<file path="src/rtl/stream_rd_pkg.sv">
// Shared constants and types for the FIFO drain-side stream reader.
package stream_rd_pkg;
   localparam int DEF_DATA_W = 8;
   localparam int STATS_W    = 16;

   typedef logic [1:0] occ_t;
endpackage

</file>
<file path="src/rtl/stream_skid_buf.sv">
// Two-entry in-order buffer holding bytes already read from the FIFO but not yet accepted downstream.
module stream_skid_buf
   import stream_rd_pkg::*;
#(
   parameter int DATA_W = DEF_DATA_W
) (
   input  logic              clk,
   input  logic              rst,
   input  logic              push,
   input  logic              pop,
   input  logic [DATA_W-1:0] din,
   output logic [DATA_W-1:0] dout,
   output occ_t              occ
);

   logic [1:0][DATA_W-1:0] mem;
   logic                   head;
   logic                   tail;

   // Tail sits occ slots past head; with occ==2 it aliases head, which is only
   // written when head is popped in the same cycle.
   assign tail = head ^ occ[0];
   assign dout = mem[head];

   always_ff @(posedge clk or posedge rst) begin
      if (rst) begin
         mem  <= '0;
         head <= 1'b0;
         occ  <= '0;
      end else begin
         if (push) mem[tail] <= din;
         if (pop)  head <= ~head;
         unique case ({push, pop})
            2'b10:   occ <= occ + 2'd1;
            2'b01:   occ <= occ - 2'd1;
            default: occ <= occ;
         endcase
      end
   end

endmodule

</file>
<file path="src/rtl/fifo_stream_reader.sv">
// Drains a registered-output FIFO onto a framed valid/ready byte stream at one byte per cycle.
// Optional pop_count statistics port enabled by defining STREAM_RD_STATS_EN.
module fifo_stream_reader
   import stream_rd_pkg::*;
#(
   parameter int DATA_W  = DEF_DATA_W,
   parameter int PKT_LEN = 4
) (
   input  logic               clk,
   input  logic               rst,
   input  logic               enable,
   input  logic               fifo_empty,
   input  logic [DATA_W-1:0]  fifo_data,
   output logic               fifo_rd_en,
   output logic               out_valid,
   input  logic               out_ready,
   output logic [DATA_W-1:0]  out_data,
`ifdef STREAM_RD_STATS_EN
   output logic [STATS_W-1:0] pop_count,
`endif
   output logic               out_last
);

   localparam int BEAT_W = (PKT_LEN > 1) ? $clog2(PKT_LEN) : 1;
   localparam logic [BEAT_W-1:0] BEAT_MAX = BEAT_W'(PKT_LEN - 1);

   logic              inflight;
   logic              pop;
   occ_t              occ;
   logic [2:0]        pending;
   logic [BEAT_W-1:0] beat;

   assign pop     = out_valid & out_ready;
   assign pending = {1'b0, occ} + {2'b0, inflight};

   // Bytes held plus bytes in flight must stay within the two buffer slots,
   // counting the slot freed by this cycle's pop.
   assign fifo_rd_en = !rst & enable & !fifo_empty & (pending < (3'd2 + {2'b0, pop}));

   assign out_valid = (occ != 2'd0);
   assign out_last  = out_valid & (beat == BEAT_MAX);

   always_ff @(posedge clk or posedge rst) begin
      if (rst) begin
         inflight <= 1'b0;
         beat     <= '0;
      end else begin
         inflight <= fifo_rd_en;
         if (pop) beat <= (beat == BEAT_MAX) ? '0 : beat + 1'b1;
      end
   end

   stream_skid_buf #(.DATA_W(DATA_W)) u_buf (
      .clk  (clk),
      .rst  (rst),
      .push (inflight),
      .pop  (pop),
      .din  (fifo_data),
      .dout (out_data),
      .occ  (occ)
   );

`ifdef STREAM_RD_STATS_EN
   always_ff @(posedge clk or posedge rst) begin
      if (rst)                              pop_count <= '0;
      else if (pop && (pop_count != '1))    pop_count <= pop_count + 1'b1;
   end
`endif

endmodule

</file>
<file path="config.mk">
export PLATFORM = sky130hd
export DESIGN_NAME = fifo_stream_reader
export DESIGN_NICKNAME = d
export VERILOG_FILES = /design/src/rtl/stream_rd_pkg.sv /design/src/rtl/stream_skid_buf.sv /design/src/rtl/fifo_stream_reader.sv
export SDC_FILE = /design/constraint.sdc
export NUM_CORES = 1
export LEC_CHECK = 0
export BUFFER_PORTS_ARGS = -buffer_cell sky130_fd_sc_hd__buf_4
export CORE_MARGIN = 1.5
export CORE_UTILIZATION = 40
export CTS_BUF_LIST = sky130_fd_sc_hd__clkbuf_2 sky130_fd_sc_hd__clkbuf_4 sky130_fd_sc_hd__clkbuf_8
export DETAILED_ROUTE_END_ITERATION = 10
export HOLD_SLACK_MARGIN = 0.06
export PLACE_DENSITY_LB_ADDON = 0.08
export SLEW_MARGIN = 20
export SYNTH_ARGS = -nofsm -noshare
export SYNTH_HDL_FRONTEND = slang
export SYNTH_SLANG_ARGS = --single-unit
export TNS_END_PERCENT = 10
</file>
<file path="constraint.sdc">
create_clock -name clk -period 4.6 [get_ports clk]
set_clock_uncertainty 0.15 [all_clocks]
set_input_delay 0.23 -clock clk [delete_from_list [all_inputs] [get_ports clk]]
set_output_delay 0.23 -clock clk [all_outputs]
set_load 0.03 [all_outputs]
</file>
==> run_results.csv <==
group,metric,value,unit
sta,setup_tns,0,ns
final_layout,utilization,55.5,%
final_layout,nFillCells,220,
final_layout,finalInstanceArea,1380,um^2
hold_path,min_path_type,"in -> reg",
die,die_w,54.3,um
placement,port_buffers,23,
grt,antenna_found_initial,0,
sta,post-route-min-period,2.37,ns
cts,post_cts_buffers,0,
synthesis,syn_inst,72,
cts,htreeDepth,1,
sta,fmaxAchievable,422,MHz
cts,clock_latency,0.30,ns
worst_setup_path,required,4.22,ns
final_layout,n_antenna_cell,0,
sta,slew_violations,0,
final_layout,final_common_cell,"buf_4",
worst_setup_path,end_kind,"primary output",
sta,fin_crit_sh,51.6,%
sta,slew_headroom,44.3,%
final_layout,instances_no_fill,137,
final_layout,seq_area,551,um^2
worst_setup_path,max_stage_delay,0.60,ns
grt,grt_pass1_wl,2720,um
cts,cts-root-buf,"clkbuf_4",
final_layout,layout_common_cells,"buf_4 (23), dfrtp_1 (22), mux2_2 (17)",
cts,cts_made_buffers,3,
placement,dp_hpwl,1190,um
grt,grt_overflow,0,
synthesis,mappedNetlistArea,1050,um^2
worst_setup_path,crit_path_frequent_cell,"buf_4",
synthesis,avgSynthCellArea,14.6,um^2
synthesis,synth.distinct_cells,18,
sta,finalHoldViolCount,0,
final_layout,multi_input_area,467,um^2
die,rows,18,
worst_setup_path,path_class,"in -> out",
grt,grt_usage,13.5,%
cts,cts_resized,0,
drt,ant_nets,0,
sta,tightest_slew,0.835,ns
flow_run,maxCapViolCount,0,
power_and_ir_drop,power.total,0.979,mW
drt,vias,649,
cts,clock_path_buffers,2,
die,pin_count,24,
worst_setup_path,cp_slowest_cell,"inv_1",
synthesis,syn_nets,89,
grt,grt_max_degree,24,
synthesis,seq_area_frac_synth,52.4,%
final_layout,nets,125,
worst_setup_path,path_max_fanout,23,
final_layout,layout-drive-gt1-share,49.5,%
placement,gp_congestion,0.640,
cts,cts_tree,"built",
power_and_ir_drop,peakVddDrop,0.363,mV
sta,final-setup-viol-count,0,
cts,ctsHoldBuffers,10,
die,start_util,42.4,%
sta,rsz0062_at_grt,"false",
synthesis,yosys_warnings,0,
worst_setup_path,crit_chain,"dlygate4sd3_1, buf_4, inv_1, and4_1, buf_4",
cts,cts.sinks,22,
drt,wl,1810,um
power_and_ir_drop,p_leak,0.665,nW
drt,dr.pass1.iters,2,
die,die_y,54.3,um
placement,dp_cells,123,
synthesis,ys_ff_latch,22,
drt,drt_iter0_drc,1,
die,core-area,2480,um^2
die,die_area,2940,um^2
cts,path_clk_slew,0.12,ns
final_layout,syn2layout_area_growth,30.8,%
power_and_ir_drop,power_density,712,nW/um^2
drt,avgRoutedWirePerCell,13.2,um
placement,placed_cell_area,1240,um^2
drt,drt-vias-per-instance,4.74,
drt,drc,0,
grt,grt_pass1_vias,614,
outcome,status,"finished, final reports clean",
worst_setup_path,worstPathArrival,1.99,ns
worst_setup_path,cp-start-kind,"primary input",
cells by family (layout without fill, tap and decap cells):
family	count (synthesis)	after routing	synth area share, %
AOI/OAI and AO/OA	3	3	1.67
xor gates and xnor gates	5	5	4.17
adders and majority gates	4	4	4.76
buffers and inverters	5	40	3.21
DFF	22	22	52.4
muxes	25	25	29.6
and+or+nand+nor	8	8	4.17
critical path, delay by kind of cell:
family / cells / cell delay [ns]
and+or+nand+nor: 1 / 0.33
buffers and inverters: 4 / 1.43
flip-flops by register name (all words and copies together), names as in the netlist:
register    cells
u_buf.head      1
beat            2
u_buf.occ       2
u_buf.mem      16
inflight        1
per-stage QoR:
step,worst slack (ns),hold WS [ns]
after global routing,2.01,0.0930
after floorplan,2.90,0.0747
after detailed placement,2.65,0.310
after global placement,2.65,0.312
final,2.23,0.101
after CTS,2.15,0.0815
final cells by class:
cell class | instances | share of cell area, %
timing repair buffer | 33 | 19.8
clock buffer | 4 | 2.64
inverter | 3 | 0.819
sequential | 22 | 40.0
tap | 30 | 2.73
multi-input combinational | 45 | 33.9
final timing paths:
check,start,endpoint,slack (ns),depth (start not counted)
min,fifo_empty,inflight$_DFF_PP0_,0.10,3
max reg2reg,u_buf.head$_DFFE_PP0P_,u_buf.mem[4]$_DFFE_PP0P_,2.65,3
max,rst,fifo_rd_en,2.23,5
max in group asynchronous,rst,u_buf.mem[6]$_DFFE_PP0P_,3.30,3
min in group asynchronous,rst,beat[1]$_DFFE_PP0P_,0.49,3
min reg2reg,u_buf.mem[4]$_DFFE_PP0P_,u_buf.mem[4]$_DFFE_PP0P_,0.37,1
power breakdown:
part	leakage [nW]	switching, mW	total, mW	internal (mW)
Clock	0.0210	0.0581	0.106	0.0483
Sequential	0.259	0.0741	0.364	0.289
Combinational	0.385	0.238	0.509	0.271
Total	0.665	0.370	0.979	0.609
routing by layer:
layer  vias up  share of wire [%]  global-route usage (%)
li1        320                  -                       -
met1       315                 46                    16.6
met2        12                 50                    22.3
met3         2                2.8                    2.46
met4         0               0.83                    7.50
met5         -                  0                       0
cell usage after synthesis, drive strengths merged:
cell   count  area [um^2]
dfrtp     22          551
nand2      1         3.75
and2       1         6.26
mux2      25          312
buf        2         22.5
nor3       1         5.00
o21ai      2         10.0
a21o       1         7.51
xor2       2         17.5
xnor2      3         26.3
inv        3         11.3
nor2       2         7.51
or2        2         12.5
ha         4         50.1
and4       1         8.76
Note: power is estimated with default switching activity, not from simulation.
